### src/rtl/axi_lite_pkg.sv
// -----------------------------------------------------------------------------
// axi_lite_pkg
// Shared AXI4-Lite definitions for the ready/valid <-> AXI-Lite bridges.
//   RESP_*        : BRESP/RRESP encodings
//   PROT_DEFAULT  : AxPROT value driven by the masters (unprivileged, secure, data)
//   rv2axil_state_e : FSM states of ready_valid_to_axi_lite
//   resp_is_error : true for SLVERR/DECERR
// -----------------------------------------------------------------------------
package axi_lite_pkg;

  localparam logic [1:0] RESP_OKAY   = 2'b00;
  localparam logic [1:0] RESP_EXOKAY = 2'b01;
  localparam logic [1:0] RESP_SLVERR = 2'b10;
  localparam logic [1:0] RESP_DECERR = 2'b11;

  localparam logic [2:0] PROT_DEFAULT = 3'b000;

  typedef enum logic [2:0] {
    ST_IDLE    = 3'd0,
    ST_WR_REQ  = 3'd1,
    ST_WR_RESP = 3'd2,
    ST_RD_REQ  = 3'd3,
    ST_RD_DATA = 3'd4,
    ST_RSP     = 3'd5
  } rv2axil_state_e;

  // SLVERR and DECERR share the upper bit; OKAY and EXOKAY do not set it.
  function automatic logic resp_is_error(input logic [1:0] resp);
    return resp[1];
  endfunction

endpackage

### src/rtl/ready_valid_to_axi_lite.sv
// -----------------------------------------------------------------------------
// ready_valid_to_axi_lite
// AXI4-Lite master driven from a ready/valid command port. Each accepted
// command runs exactly one AXI-Lite read or write; the result comes back on a
// ready/valid response port. Only one transaction is in flight at a time.
//
// Ports
//   M00_AXI_aclk / M00_AXI_reset : clock, synchronous active-high reset
//   cmd_*  : command in  (valid/ready, write flag, addr, wdata, wstrb)
//   rsp_*  : response out (valid/ready, rdata, resp, error = SLVERR/DECERR)
//   M00_AXI_* : AXI4-Lite master channels AW, W, B, AR, R
//
// Only a 32-bit data width is supported. cmd_ready_o is the one
// combinational output; everything else is registered.
// -----------------------------------------------------------------------------
module ready_valid_to_axi_lite
  import axi_lite_pkg::*;
#(
  parameter int C_M00_AXI_ADDR_WIDTH = 32,
  parameter int C_M00_AXI_DATA_WIDTH = 32
) (
  input  logic                              M00_AXI_aclk,
  input  logic                              M00_AXI_reset,
  // command port
  input  logic                              cmd_valid_i,
  output logic                              cmd_ready_o,
  input  logic                              cmd_write_i,
  input  logic [C_M00_AXI_ADDR_WIDTH-1:0]   cmd_addr_i,
  input  logic [C_M00_AXI_DATA_WIDTH-1:0]   cmd_wdata_i,
  input  logic [C_M00_AXI_DATA_WIDTH/8-1:0] cmd_wstrb_i,
  // response port
  output logic                              rsp_valid_o,
  input  logic                              rsp_ready_i,
  output logic [C_M00_AXI_DATA_WIDTH-1:0]   rsp_rdata_o,
  output logic [1:0]                        rsp_resp_o,
  output logic                              rsp_error_o,
  // AXI4-Lite write address
  output logic [C_M00_AXI_ADDR_WIDTH-1:0]   M00_AXI_awaddr,
  output logic [2:0]                        M00_AXI_awprot,
  output logic                              M00_AXI_awvalid,
  input  logic                              M00_AXI_awready,
  // AXI4-Lite write data
  output logic [C_M00_AXI_DATA_WIDTH-1:0]   M00_AXI_wdata,
  output logic [C_M00_AXI_DATA_WIDTH/8-1:0] M00_AXI_wstrb,
  output logic                              M00_AXI_wvalid,
  input  logic                              M00_AXI_wready,
  // AXI4-Lite write response
  input  logic [1:0]                        M00_AXI_bresp,
  input  logic                              M00_AXI_bvalid,
  output logic                              M00_AXI_bready,
  // AXI4-Lite read address
  output logic [C_M00_AXI_ADDR_WIDTH-1:0]   M00_AXI_araddr,
  output logic [2:0]                        M00_AXI_arprot,
  output logic                              M00_AXI_arvalid,
  input  logic                              M00_AXI_arready,
  // AXI4-Lite read data
  input  logic [C_M00_AXI_DATA_WIDTH-1:0]   M00_AXI_rdata,
  input  logic [1:0]                        M00_AXI_rresp,
  input  logic                              M00_AXI_rvalid,
  output logic                              M00_AXI_rready
);

  rv2axil_state_e state;

  // Sticky completion flags for the two independent write-request channels.
  logic aw_done;
  logic w_done;

  logic aw_hs;
  logic w_hs;

  assign aw_hs = M00_AXI_awvalid & M00_AXI_awready;
  assign w_hs  = M00_AXI_wvalid  & M00_AXI_wready;

  assign cmd_ready_o    = (state == ST_IDLE) & ~M00_AXI_reset;
  assign M00_AXI_awprot = PROT_DEFAULT;
  assign M00_AXI_arprot = PROT_DEFAULT;

  always_ff @(posedge M00_AXI_aclk) begin
    if (M00_AXI_reset) begin
      // An aborted command is dropped silently; valids fall regardless of
      // any pending handshake since the whole system is being reset.
      state           <= ST_IDLE;
      aw_done         <= 1'b0;
      w_done          <= 1'b0;
      M00_AXI_awaddr  <= '0;
      M00_AXI_awvalid <= 1'b0;
      M00_AXI_wdata   <= '0;
      M00_AXI_wstrb   <= '0;
      M00_AXI_wvalid  <= 1'b0;
      M00_AXI_bready  <= 1'b0;
      M00_AXI_araddr  <= '0;
      M00_AXI_arvalid <= 1'b0;
      M00_AXI_rready  <= 1'b0;
      rsp_valid_o     <= 1'b0;
      rsp_rdata_o     <= '0;
      rsp_resp_o      <= RESP_OKAY;
      rsp_error_o     <= 1'b0;
    end else begin
      case (state)
        ST_IDLE: begin
          // cmd_ready_o is high throughout IDLE outside reset.
          if (cmd_valid_i) begin
            if (cmd_write_i) begin
              M00_AXI_awaddr  <= cmd_addr_i;
              M00_AXI_wdata   <= cmd_wdata_i;
              M00_AXI_wstrb   <= cmd_wstrb_i;
              M00_AXI_awvalid <= 1'b1;
              M00_AXI_wvalid  <= 1'b1;
              aw_done         <= 1'b0;
              w_done          <= 1'b0;
              state           <= ST_WR_REQ;
            end else begin
              M00_AXI_araddr  <= cmd_addr_i;
              M00_AXI_arvalid <= 1'b1;
              state           <= ST_RD_REQ;
            end
          end
        end

        ST_WR_REQ: begin
          // AW and W complete independently, in any order or together.
          if (aw_hs) begin
            M00_AXI_awvalid <= 1'b0;
            aw_done         <= 1'b1;
          end
          if (w_hs) begin
            M00_AXI_wvalid <= 1'b0;
            w_done         <= 1'b1;
          end
          if ((aw_done | aw_hs) & (w_done | w_hs)) begin
            M00_AXI_bready <= 1'b1;
            state          <= ST_WR_RESP;
          end
        end

        ST_WR_RESP: begin
          if (M00_AXI_bvalid) begin
            M00_AXI_bready <= 1'b0;
            rsp_rdata_o    <= '0;
            rsp_resp_o     <= M00_AXI_bresp;
            rsp_error_o    <= resp_is_error(M00_AXI_bresp);
            rsp_valid_o    <= 1'b1;
            state          <= ST_RSP;
          end
        end

        ST_RD_REQ: begin
          if (M00_AXI_arready) begin
            M00_AXI_arvalid <= 1'b0;
            M00_AXI_rready  <= 1'b1;
            state           <= ST_RD_DATA;
          end
        end

        ST_RD_DATA: begin
          // Read data is forwarded even when the slave flags an error.
          if (M00_AXI_rvalid) begin
            M00_AXI_rready <= 1'b0;
            rsp_rdata_o    <= M00_AXI_rdata;
            rsp_resp_o     <= M00_AXI_rresp;
            rsp_error_o    <= resp_is_error(M00_AXI_rresp);
            rsp_valid_o    <= 1'b1;
            state          <= ST_RSP;
          end
        end

        ST_RSP: begin
          if (rsp_ready_i) begin
            rsp_valid_o <= 1'b0;
            rsp_rdata_o <= '0;
            rsp_resp_o  <= RESP_OKAY;
            rsp_error_o <= 1'b0;
            state       <= ST_IDLE;
          end
        end

        default: state <= ST_IDLE;
      endcase
    end
  end

endmodule

### config.mk
export PLATFORM = sky130hd
export DESIGN_NAME = ready_valid_to_axi_lite
export DESIGN_NICKNAME = d
export VERILOG_FILES = /design/src/rtl/axi_lite_pkg.sv /design/src/rtl/ready_valid_to_axi_lite.sv
export SDC_FILE = /design/constraint.sdc
export NUM_CORES = 1
export LEC_CHECK = 0
export CAP_MARGIN = 20
export CORE_MARGIN = 2
export CORE_UTILIZATION = 37
export CTS_CLUSTER_DIAMETER = 80
export DETAILED_ROUTE_END_ITERATION = 16
export PLACE_DENSITY = 0.82
export SLEW_MARGIN = 30
export SYNTH_ARGS = -nofsm -noshare
export SYNTH_HDL_FRONTEND = slang
export SYNTH_SLANG_ARGS = --single-unit
### constraint.sdc
create_clock -name M00_AXI_aclk -period 1.3 [get_ports M00_AXI_aclk]
set_input_delay 0.39 -clock M00_AXI_aclk [delete_from_list [all_inputs] [get_ports M00_AXI_aclk]]
set_output_delay 0.39 -clock M00_AXI_aclk [all_outputs]
set_load 0.05 [all_outputs]
==> summary.txt, run 1 <==
SYNTHESIS
---------------------------------------------------------------------------------
Synthesized flop and latch total                                              145
Yosys warnings                                                                  0
Main flop type after synthesis                                       sky130_fd_sc_hd__dfxtp_1
Share of the synthesized area in the top cell type                         53.53%
Sequential cell area fraction in the yosys report                          53.53%
Post-synthesis cell area                                               5423 sq um
Post-synth EDFFs                                                                0
Count of different cell masters after synthesis                                39
Mean post-synth cell area                                             8.567 sq um
Mapped Cells                                                                  633
Async SR Flop Fraction                                                         0%
Top cells by area in the synthesized netlist                         sky130_fd_sc_hd__dfxtp_1 54%, sky130_fd_sc_hd__nand2_1 14%, sky130_fd_sc_hd__a21oi_1 9.9%, sky130_fd_sc_hd__a22oi_2 6.9%, sky130_fd_sc_hd__buf_4 2.5%
Cell taking the most area after synthesis                            sky130_fd_sc_hd__dfxtp_1

SETUP PATH
---------------------------------------------------------------------------------
Crit end category                                                     output port
Number of buffers and inverters on the critical path                            2
Data arrival time of the critical path                                    1380 ps
CP startpoint kind                                                           flop
Critical Path, Cell by Cell                                          buf_6 > nor4_4 > buf_6
FF-to-FF End                                                         M00_AXI_wdata[19]$_SDFFE_PP0P_
Levels on crit path                                                             3
Biggest cell delay along the critical path                                 360 ps
Reg-to-reg startpoint                                                state[2]$_SDFFE_PP0P_
Crit path max-delay cell type                                        sky130_fd_sc_hd__dfxtp_4
R2r setup slk                                                             -460 ps
Most used cell along the critical path                               sky130_fd_sc_hd__buf_6
Number of cell instances on the worst register-to-register path                 8
Maximum fanout along the worst path                                             2
Required arrival time at the worst endpoint                                910 ps
Gate family responsible for the most delay along the worst path        flip-flops
Crit Path Category                                                   flop to output port

GLOBAL ROUTE
---------------------------------------------------------------------------------
Via count of the first global-routing pass                                   6832
Initial antenna violation count                                                 0
Wire length of the first global-routing pass                             40680 um
Maximum number of pins on one net before global-route repair                   68
GR Util All Layers                                                         34.19%
Final global-route overflow total                                               0

STA
---------------------------------------------------------------------------------
Setup clock skew after layout                                            9.247 ps
Unrepaired setup endpoints after global routing                              true
Worst Max-Slew Pin Slew                                                  636.5 ps
Worst slack on hold paths                                                348.5 ps
Highest achievable clock rate                                           564.6 MHz
Final critical-path setup slack                                         -471.2 ps
Final critical-path share of the clock period                              136.2%
Worst relative slew slack                                                  57.57%
Post-layout minimum cycle time                                            1771 ps
Fin. Hold Viols                                                                 0
Final setup viols                                                             280
Final max-slew violation count                                                  0

ROUTE
---------------------------------------------------------------------------------
Via density per instance                                                    5.458
Total vias in the final route                                                6631
WL/cell                                                                  24.31 um
Number of remaining DRC errors                                                  0
Routed WL                                                                29530 um
Drt pass-1 iters                                                                5
Initial DRC Count                                                             436
Residual antenna-violating net count after detailed routing                     0

CLOCKING
---------------------------------------------------------------------------------
Number of hold buffers added after CTS                                          0
Source-to-sink clock delay at the later pin of the worst-skew pair         430 ps
Buffer cell driving the clock tree root                              sky130_fd_sc_hd__clkbuf_16
Clock tree from TritonCTS                                                   built
Clock buffer count from CTS                                                    17
H-tree depth                                                                    4
Sink count of the clock tree                                                  145
Maximum clock path buffer count                                                 2
Clock transition at the registers of the reported paths                     60 ps

FINAL LAYOUT
---------------------------------------------------------------------------------
Count of nets after finishing                                                1132
Final standard cell utilization of the core                                86.81%
Finished Cell Area                                                    12520 sq um
N_diodes                                                                        0
Number of fill cells in the layout                                            602
Synth-to-Final Area Change                                                 130.9%
Proportion of layout cells with a drive suffix above 1                     57.81%

DIE
---------------------------------------------------------------------------------
Die H                                                                    125.1 um
I/O pin count                                                                 262
Number of cell rows                                                            44
Width of the die                                                         125.1 um
Initial Utilization                                                        37.60%
Core Area                                                             14420 sq um
Die Footprint                                                         15640 sq um

PWR
---------------------------------------------------------------------------------
Leak Pwr                                                                 4.866 nW
Maximum ir drop on the vdd rail                                        0.001233 V
Power density over the cells                                         1186 nW/um^2

WORST HOLD PATH
---------------------------------------------------------------------------------
Worst min-delay path endpoint                                        state[2]$_SDFFE_PP0P_
Worst min-delay path class                                           primary input to flop
HP Start                                                             M00_AXI_reset
Hold Path Depth                                                                 3

PLACED DESIGN
---------------------------------------------------------------------------------
Post-detail-place hpwl                                                   13490 um
Placer congestion estimate                                                 0.8102
Port-buffer cells                                                             255
Area of placed instances                                               9757 sq um

JOB
---------------------------------------------------------------------------------
# Max-Cap Violations                                                            0

STATUS
---------------------------------------------------------------------------------
Status                                                               finished with violations
Violated checks                                                      negative setup slack

[what timing repair did]
action                                  4_1_cts  5_1_grt
endpoints found under the setup margin      285      287
setup buffers                                69       39
pin swaps                                    16       19
resized for setup                           224       81
cloned                                       22        1
[routing by layer]
metal | vias to the layer above | share of wire (%) | GRT usage, %
met5 | - | 0 | 0
met4 | 0 | 4.9 | 14.12
met3 | 117 | 9.7 | 12.45
met2 | 448 | 51 | 61.96
met1 | 3193 | 35 | 35.74
li1 | 2873 | - | -
[worst max path at each step]
stage	start	to	slack, ps
after floorplan	state[0]$_SDFFE_PP0P_	cmd_ready_o	-210
after global placement	rsp_ready_i	rsp_rdata_o[23]$_SDFFE_PP0P_	-590
after detailed placement	rsp_ready_i	rsp_rdata_o[17]$_SDFFE_PP0P_	-650
after CTS	state[2]$_SDFFE_PP0P_	cmd_ready_o	-480
after global routing	state[2]$_SDFFE_PP0P_	M00_AXI_wvalid$_SDFFE_PP0P_	-530
final	state[2]$_SDFFE_PP0P_	cmd_ready_o	-470
[power by group]
part	switching, W	internal (W)	total (W)
clock	0.00221	0.00272	0.00493
sequential	0.000296	0.00470	0.00500
combinational	0.00238	0.00255	0.00492
total	0.00488	0.00997	0.0149
[area by class of cell]
cell class / count / area (sq um) / area share [%]
Timing Repair Buffer: 416 / 5977 / 47.74
Sequential cell: 145 / 3174 / 25.35
Multi-Input combinational cell: 435 / 2556 / 20.42
Clock buffer: 19 / 442.9 / 3.538
Tap cell: 184 / 230.2 / 1.839
Clock inverter: 13 / 128.9 / 1.029
Inverter: 3 / 11.26 / 0.08994
[cell usage in the layout, fill, tap and decap left out, drive strengths merged, types with 6 or more instances in the layout]
master / synthesis / final
dfxtp: 145 / 145
nor2: 40 / 40
buf: 29 / 296
clkdlybuf4s50: 0 / 112
a21oi: 107 / 107
bufbuf: 0 / 7
nand2: 206 / 206
clkbuf: 26 / 20
a22oi: 32 / 32
conb: 1 / 6
nor3: 6 / 6
inv: 3 / 7
[registers in the layout (all words and copies together), names as in the netlist, 2 cells and up]
register and cells:
rsp_resp_o 2, M00_AXI_araddr 32, state 3, M00_AXI_wdata 32
M00_AXI_awaddr 32, rsp_rdata_o 32, M00_AXI_wstrb 4
[cells by family after synthesis]
family / Yosys count / synth area share, %
AND/OR/NAND/NOR: 274 / 20.84
AO/OA/AOI/OAI: 154 / 19.50
buffers and inverters: 58 / 5.861
multiplexers: 1 / 0.2076
flip-flops: 145 / 53.53
other: 1 / 0.06915
[worst min-delay path, delay by kind of cell]
family / cells / cell delay (ps)
buffers and inverters: 2 / 290
AO/OA/AOI/OAI: 1 / 50
[per-stage QoR]
| stage | instances | setup slack [ps] | TNS, ps | total power, W |
|---|---|---|---|---|
| after floorplan | 638 | -206.4 | -10750 | 0.006699 |
| after global placement | 1058 | -587.7 | -61700 | 0.008525 |
| after detailed placement | 1058 | -647.3 | -67730 | 0.008602 |
| after CTS | 1179 | -480.5 | -45580 | 0.01435 |
| after global routing | 1215 | -525.1 | -63480 | 0.01517 |
| final | 1215 | -471.2 | -53730 | 0.01485 |
[synth_stat cells (all sizes together), types with 2 or more instances]
library cell,instances
and3,4
dfxtp,145
nand3,2
nand2b,2
nand4,3
a21oi,107
buf,29
clkbuf,26
nand2,206
a211oi,3
a22oi,32
a32oi,2
nand4b,2
inv,3
nor2,40
nor3,6
and3b,2
o21ai,2
nor2b,4
No activity file was read; power rests on OpenSTA's default activity.
==> run 2: changes to the inputs <==
--- a/config.mk
+++ b/config.mk
@@ -6,9 +6,10 @@
 export NUM_CORES = 1
 export LEC_CHECK = 0
 export CAP_MARGIN = 20
-export CORE_MARGIN = 2
+export CORE_MARGIN = 10
 export CORE_UTILIZATION = 37
 export CTS_CLUSTER_DIAMETER = 80
+export CTS_CLUSTER_SIZE = 20
 export DETAILED_ROUTE_END_ITERATION = 16
 export PLACE_DENSITY = 0.82
 export SLEW_MARGIN = 30
==> summary.txt, run 2 <==
SYNTHESIS
---------------------------------------------------------------------------
Mean post-synth cell area                                       8.567 sq um
List of most frequent post-synthesis cells                     206 x sky130_fd_sc_hd__nand2_1, 145 x sky130_fd_sc_hd__dfxtp_1, 107 x sky130_fd_sc_hd__a21oi_1
Yosys warnings                                                            0
Share of the synthesized area in the top cell type                   53.53%
Most frequent cell after synthesis                             sky130_fd_sc_hd__nand2_1
Post-synth EDFFs                                                          0
Mapped Cells                                                            633
Post-synthesis cell area                                         5423 sq um
Top cells by area in the synthesized netlist                   sky130_fd_sc_hd__dfxtp_1 54%, sky130_fd_sc_hd__nand2_1 14%, sky130_fd_sc_hd__a21oi_1 9.9%, sky130_fd_sc_hd__a22oi_2 6.9%, sky130_fd_sc_hd__buf_4 2.5%
Sequential cell area fraction in the yosys report                    53.53%
Async SR Flop Fraction                                                   0%
Synthesized flop and latch total                                        145
Count of different cell masters after synthesis                          39
Main flop type after synthesis                                 sky130_fd_sc_hd__dfxtp_1
Cell taking the most area after synthesis                      sky130_fd_sc_hd__dfxtp_1

PLACED DESIGN
---------------------------------------------------------------------------
Placer congestion estimate                                           0.8274
Post-detail-place hpwl                                             15730 um
Port-buffer cells                                                       255
Cell Count Post-Placement                                              1066

DIE
---------------------------------------------------------------------------
Die H                                                              141.1 um
Initial Utilization                                                  37.60%
I/O pin count                                                           262
Width of the die                                                   141.1 um
Number of cell rows                                                      44

CLOCKING
---------------------------------------------------------------------------
Maximum clock path buffer count                                           2
H-tree depth                                                              4
Clock buffer count from CTS                                              17
Sink count of the clock tree                                            145
Buffer cell driving the clock tree root                        sky130_fd_sc_hd__clkbuf_16

GLOBAL ROUTE
---------------------------------------------------------------------------
Maximum number of pins on one net before global-route repair             53

STA
---------------------------------------------------------------------------
Kind of endpoint with the least setup slack                    top-level output
Last reported worst endpoint of the global-route repair pass    cmd_ready_o

STATUS
---------------------------------------------------------------------------
First error line in the log                                    [ERROR DPL-0038] Utilization greater than 100%, impossible to legalize
Stage at which the run stopped                                      5_1_grt
Status                                                         did not finish

## run 2: cells by family after synthesis
group	synth area share [%]
AO/OA/AOI/OAI	19.50
buffers and inverters	5.861
flip-flops	53.53
multiplexers	0.2076
other	0.06915
AND/OR/NAND/NOR	20.84
## run 2: through the flow
step           worst slack (ps)  cell area (sq um)  setup TNS (ps)  hold WS (ps)
4_1_cts                  -477.0              13130          -51290         397.0
3_3_place_gp             -515.7               9854          -60470         443.0
3_5_place_dp             -577.3               9854          -65000         450.3
2_1_floorplan            -206.4               5494          -10750         436.1
## run 2: what timing repair did
action                                  4_1_cts
hold buffers                                  0
cloned                                       23
hold endpoints to repair                      0
resized for setup                           448
pin swaps                                   129
setup buffers                                99
endpoints found under the setup margin      285
==> run 3: changes to the inputs <==
--- a/config.mk
+++ b/config.mk
@@ -7,11 +7,9 @@
 export LEC_CHECK = 0
 export CAP_MARGIN = 20
 export CORE_MARGIN = 10
-export CORE_UTILIZATION = 37
-export CTS_CLUSTER_DIAMETER = 80
-export CTS_CLUSTER_SIZE = 20
+export CORE_UTILIZATION = 40
 export DETAILED_ROUTE_END_ITERATION = 16
-export PLACE_DENSITY = 0.82
+export PLACE_DENSITY_LB_ADDON = 0.15
 export SLEW_MARGIN = 30
 export SYNTH_ARGS = -nofsm -noshare
 export SYNTH_HDL_FRONTEND = slang
==> constraint.sdc (replaced) <==
create_clock -name M00_AXI_aclk -period 1.69 [get_ports M00_AXI_aclk]
set_input_delay 0.507 -clock M00_AXI_aclk [delete_from_list [all_inputs] [get_ports M00_AXI_aclk]]
set_output_delay 0.507 -clock M00_AXI_aclk [all_outputs]
set_load 0.05 [all_outputs]
==> summary.txt, run 3 (synthesis gave the netlist of run 1 again) <==
SETUP PATH
---------------------------------------------------------------------------------
Number of buffers and inverters on the critical path                            1
Biggest cell delay along the critical path                                 350 ps
Required arrival time at the worst endpoint                               1180 ps
Critical Path, Cell by Cell                                          nor4_4 > buf_12
R2r setup slk                                                               40 ps
Maximum fanout along the worst path                                             2
Crit Path Category                                                   flop to output port
FF-to-FF End                                                         rsp_rdata_o[14]$_SDFFE_PP0P_
Number of cell instances on the worst register-to-register path                 6
Crit path max-delay cell type                                        sky130_fd_sc_hd__dfxtp_4
CP startpoint kind                                                           flop
Reg-to-reg startpoint                                                state[2]$_SDFFE_PP0P_
Crit end category                                                     output port
Data arrival time of the critical path                                    1260 ps
Gate family responsible for the most delay along the worst path        flip-flops

FINAL LAYOUT
---------------------------------------------------------------------------------
Leading cell types in the layout, fill and taps excluded             206 x sky130_fd_sc_hd__nand2_1, 154 x sky130_fd_sc_hd__buf_12, 143 x sky130_fd_sc_hd__dfxtp_1
Final standard cell utilization of the core                                77.32%
Synth-to-Final Area Change                                                 88.83%
Count of nets after finishing                                                 994
Leading cell type in the layout, fill and taps excluded              sky130_fd_sc_hd__nand2_1
N_diodes                                                                        0
Proportion of layout cells with a drive suffix above 1                     27.24%

STA
---------------------------------------------------------------------------------
Fin. Hold Viols                                                                 0
Worst relative slew slack                                                  53.72%
Post-layout minimum cycle time                                            1770 ps
Final critical-path setup slack                                         -80.39 ps
Setup clock skew after layout                                            5.286 ps
Unrepaired setup endpoints after global routing                              true
Final max-slew violation count                                                  0
Sum Neg Setup Slack                                                     -80.39 ps
Final setup viols                                                               1
Final critical-path share of the clock period                              104.8%
Worst Max-Slew Pin Slew                                                  694.1 ps
Highest achievable clock rate                                           564.8 MHz

CLOCKING
---------------------------------------------------------------------------------
Clock tree from TritonCTS                                                   built
Number of hold buffers added after CTS                                          0
Maximum clock path buffer count                                                 2
Sink count of the clock tree                                                  145
Source-to-sink clock delay at the later pin of the worst-skew pair         420 ps
Clock transition at the registers of the reported paths                     60 ps
H-tree depth                                                                    4
Buffer cell driving the clock tree root                              sky130_fd_sc_hd__clkbuf_16
Clock buffer count from CTS                                                    17

DIE
---------------------------------------------------------------------------------
Number of cell rows                                                            42
Initial Utilization                                                        40.95%
I/O pin count                                                                 262
Width of the die                                                         136.4 um
Die H                                                                    136.4 um
Core Area                                                             13240 sq um
Die Footprint                                                         18610 sq um

WORST HOLD PATH
---------------------------------------------------------------------------------
Worst min-delay path class                                           flop to flop
Hold Path Depth                                                                 2
HP Start                                                             w_done$_SDFFE_PP0P_
Worst min-delay path endpoint                                        w_done$_SDFFE_PP0P_

ROUTE
---------------------------------------------------------------------------------
WL/cell                                                                  18.54 um
Number of remaining DRC errors                                                  0
Drt pass-1 iters                                                                5
Initial DRC Count                                                             246
Residual antenna-violating net count after detailed routing                     0
Via density per instance                                                    5.005
Routed WL                                                                19800 um
Total vias in the final route                                                5345

GLOBAL ROUTE
---------------------------------------------------------------------------------
Initial antenna violation count                                                 0
GR Util All Layers                                                         21.09%
Maximum number of pins on one net before global-route repair                  147
Via count of the first global-routing pass                                   5484
Wire length of the first global-routing pass                             30530 um
Final global-route overflow total                                               0

PWR
---------------------------------------------------------------------------------
Leak Pwr                                                                 3.762 nW
Total power after layout                                               0.009971 W
Maximum ir drop on the vdd rail                                       0.0006337 V
Power density over the cells                                         973.7 nW/um^2

PLACED DESIGN
---------------------------------------------------------------------------------
Port-buffer cells                                                             255
Post-detail-place hpwl                                                   14930 um
Placer congestion estimate                                                 0.8073

STATUS
---------------------------------------------------------------------------------
Status                                                               finished with violations
Violated checks                                                      negative setup slack

JOB
---------------------------------------------------------------------------------
# Max-Cap Violations                                                            0

run 3: timing repair:
action,4_1_cts,5_1_grt
resized for setup,4,2
pin swaps,1,0
endpoints found under the hold margin,0,0
buffers inserted,1,2
setup endpoints to repair,2,61
run 3: worst max path at each step:
stage,to,from,cells past startpoint,slack [ps]
floorplan,cmd_ready_o,M00_AXI_reset,2,-70
global placement,rsp_rdata_o[10]$_SDFFE_PP0P_,rsp_ready_i,6,-310
detailed placement,rsp_rdata_o[16]$_SDFFE_PP0P_,M00_AXI_rvalid,6,-390
CTS,cmd_ready_o,state[2]$_SDFFE_PP0P_,2,-90
global route,cmd_ready_o,state[2]$_SDFFE_PP0P_,2,-150
finish,cmd_ready_o,state[2]$_SDFFE_PP0P_,2,-80
run 3: layout make-up:
class	instances	area, sq um
timing repair buffer	278	4294
tap	176	220.2
sequential	145	2910
multi-input combinational	435	2253
inverter	3	11.26
clock buffer	25	495.5
clock inverter	6	55.05
fill	885	3003
run 3: metal layers:
layer  global-route usage [%]  wire [um]  up-vias
met5                        0          0        -
met4                    8.107        427        0
met3                    11.29       2236       24
met2                    34.77      10030      206
met1                    22.29       7109     2530
li1                         -          -     2585
run 3: report_power, final:
group / switching (W) / leakage (nW) / internal, W
sequential: 0.000219 / 1.18 / 0.00362
clock: 0.00132 / 0.277 / 0.00216
combinational: 0.00140 / 2.31 / 0.00126
total: 0.00294 / 3.76 / 0.00703
run 3: through the flow:
stage          std cells  area [sq um]  setup slack, ps  hold WS, ps
3_3_place_gp        1034          9649           -307.7        441.8
3_5_place_dp        1034          9649           -389.6        451.8
6_report            1068         10240           -80.39        473.9
5_1_grt             1068         10240           -149.6        497.1
2_1_floorplan        638          5456           -70.70        436.1
4_1_cts             1066         10210           -94.65        474.2
run 3: worst register-to-register path, delay by kind of cell (launching register included):
family	cells	cell delay [ps]
and+or+nand+nor	3	740
DFF	1	360
AOI/OAI and AO/OA	1	120
buffers and inverters	2	370
==> run 4: changes to the inputs <==
--- a/config.mk
+++ b/config.mk
@@ -9,6 +9,7 @@
 export CORE_MARGIN = 10
 export CORE_UTILIZATION = 40
 export DETAILED_ROUTE_END_ITERATION = 16
+export MAX_ROUTING_LAYER = met4
 export PLACE_DENSITY_LB_ADDON = 0.15
 export SLEW_MARGIN = 30
 export SYNTH_ARGS = -nofsm -noshare
==> summary.txt, run 4 (synthesis gave the netlist of run 1 again) <==
STATUS
---------------------------------------------------------------------------------
Status                                                               finished with violations
Violated checks                                                      negative setup slack

FINAL LAYOUT
---------------------------------------------------------------------------------
N_diodes                                                                        0
Synth-to-Final Area Change                                                 88.83%
Leading cell types in the layout, fill and taps excluded             206 x sky130_fd_sc_hd__nand2_1, 154 x sky130_fd_sc_hd__buf_12, 143 x sky130_fd_sc_hd__dfxtp_1
Proportion of layout cells with a drive suffix above 1                     27.24%
Leading cell type in the layout, fill and taps excluded              sky130_fd_sc_hd__nand2_1
Number of standard cells in the layout, taps in and fillers out              1068
Number of fill cells in the layout                                            885
Count of nets after finishing                                                 994

SETUP PATH
---------------------------------------------------------------------------------
Number of cell instances on the worst register-to-register path                 6
CP startpoint kind                                                           flop
R2r setup slk                                                               50 ps
Crit Path Category                                                   flop to output port
Crit end category                                                     output port
Crit path max-delay cell type                                        sky130_fd_sc_hd__dfxtp_4
Required arrival time at the worst endpoint                               1180 ps
Maximum fanout along the worst path                                             2
Reg-to-reg startpoint                                                state[2]$_SDFFE_PP0P_
Data arrival time of the critical path                                    1270 ps
Biggest cell delay along the critical path                                 350 ps
FF-to-FF End                                                         rsp_rdata_o[14]$_SDFFE_PP0P_
Critical Path, Cell by Cell                                          nor4_4 > buf_12

ROUTE
---------------------------------------------------------------------------------
Via density per instance                                                    5.057
Residual antenna-violating net count after detailed routing                     0
Routed WL                                                                19840 um
Number of remaining DRC errors                                                  0
Drt pass-1 iters                                                                5
WL/cell                                                                  18.57 um
Total vias in the final route                                                5401
Initial DRC Count                                                             260

DIE
---------------------------------------------------------------------------------
Width of the die                                                         136.4 um
I/O pin count                                                                 262
Core Area                                                             13240 sq um
Number of cell rows                                                            42
Die Footprint                                                         18610 sq um
Initial Utilization                                                        40.95%
Die H                                                                    136.4 um

STA
---------------------------------------------------------------------------------
Unrepaired setup endpoints after global routing                              true
Setup clock skew after layout                                            6.187 ps
Final critical-path setup slack                                         -87.35 ps
Post-layout minimum cycle time                                            1777 ps
Worst Max-Slew Pin Slew                                                  715.3 ps
Sum Neg Setup Slack                                                     -87.35 ps
Worst relative slew slack                                                  52.31%
Highest achievable clock rate                                           562.6 MHz
Final max-slew violation count                                                  0
Final critical-path share of the clock period                              105.2%
Fin. Hold Viols                                                                 0
Final setup viols                                                               1

CLOCKING
---------------------------------------------------------------------------------
Clock transition at the registers of the reported paths                     60 ps
Sink count of the clock tree                                                  145
Source-to-sink clock delay at the later pin of the worst-skew pair         420 ps
H-tree depth                                                                    4
Clock tree from TritonCTS                                                   built
Maximum clock path buffer count                                                 2
Buffer cell driving the clock tree root                              sky130_fd_sc_hd__clkbuf_16
Clock buffer count from CTS                                                    17
Number of hold buffers added after CTS                                          0

GLOBAL ROUTE
---------------------------------------------------------------------------------
Wire length of the first global-routing pass                             30390 um
Final global-route overflow total                                               0
Via count of the first global-routing pass                                   5516
Maximum number of pins on one net before global-route repair                  147
GR Util All Layers                                                         21.70%
Initial antenna violation count                                                 0

PLACED DESIGN
---------------------------------------------------------------------------------
Worst slack at placement                                                -389.6 ps
Post-detail-place hpwl                                                   14930 um
Port-buffer cells                                                             255
Cell Count Post-Placement                                                    1034
Placer congestion estimate                                                 0.8190

WORST HOLD PATH
---------------------------------------------------------------------------------
Worst min-delay path class                                           flop to flop
Hold Path Depth                                                                 2
HP Start                                                             w_done$_SDFFE_PP0P_
Worst min-delay path endpoint                                        w_done$_SDFFE_PP0P_

PWR
---------------------------------------------------------------------------------
Power density over the cells                                         974.9 nW/um^2
Maximum ir drop on the vdd rail                                       0.0006393 V
Leak Pwr                                                                 3.762 nW

JOB
---------------------------------------------------------------------------------
# Max-Cap Violations                                                            0

## run 4: power breakdown
part	internal (W)	switching (W)	leakage [nW]
sequential	0.00362	0.000219	1.18
clock	0.00216	0.00133	0.277
combinational	0.00126	0.00141	2.31
## run 4: per-stage QoR
stage	hold WS, ps	power, W	utilization (%)	instance area [sq um]
final	473.9	0.009983	77.32	10240
after global routing	497.1	0.01036	77.32	10240
after floorplan	436.1	0.005132	-	5456
after CTS	474.2	0.01004	77.14	10210
after global placement	441.8	0.006489	72.86	9649
after detailed placement	451.8	0.006553	72.86	9649
## run 4: worst max-delay path, delay by kind of cell (launching register included)
kind,cells,cell delay [ps]
and+or+nand+nor,1,320
DFF,1,350
buffers and inverters,1,180
## run 4: worst max-delay path by stage
stage | start | to | slack (ps) | cells after the start
after global routing | state[2]$_SDFFE_PP0P_ | cmd_ready_o | -150 | 2
after floorplan | M00_AXI_reset | cmd_ready_o | -70 | 2
after detailed placement | M00_AXI_rvalid | rsp_rdata_o[16]$_SDFFE_PP0P_ | -390 | 6
after global placement | rsp_ready_i | rsp_rdata_o[10]$_SDFFE_PP0P_ | -310 | 6
after CTS | state[2]$_SDFFE_PP0P_ | cmd_ready_o | -90 | 2
final | state[2]$_SDFFE_PP0P_ | cmd_ready_o | -90 | 2
## run 4: routing by layer
layer	routed length, um	track usage, %	vias up
met1	7212	22.69	2577
met4	486	8.107	0
met2	9992	34.75	207
met3	2148	10.70	32
met5	0	-	-
li1	-	-	2585
## run 4: area by class of cell
type	instances	area (sq um)	area share, %
inverters	3	11.26	0.1100
clock inverters	6	55.05	0.5376
clock buffers	25	495.5	4.839
flip-flops and latches	145	2910	28.42
multi-input cells	435	2253	22.01
well taps	176	220.2	2.151
repair buffers	278	4294	41.94
## run 4: timing repair
action                     in CTS  in global routing
pin swaps                       1                  0
setup buffers                   1                  2
setup endpoints to repair       2                 64
gates resized for setup         4                  2
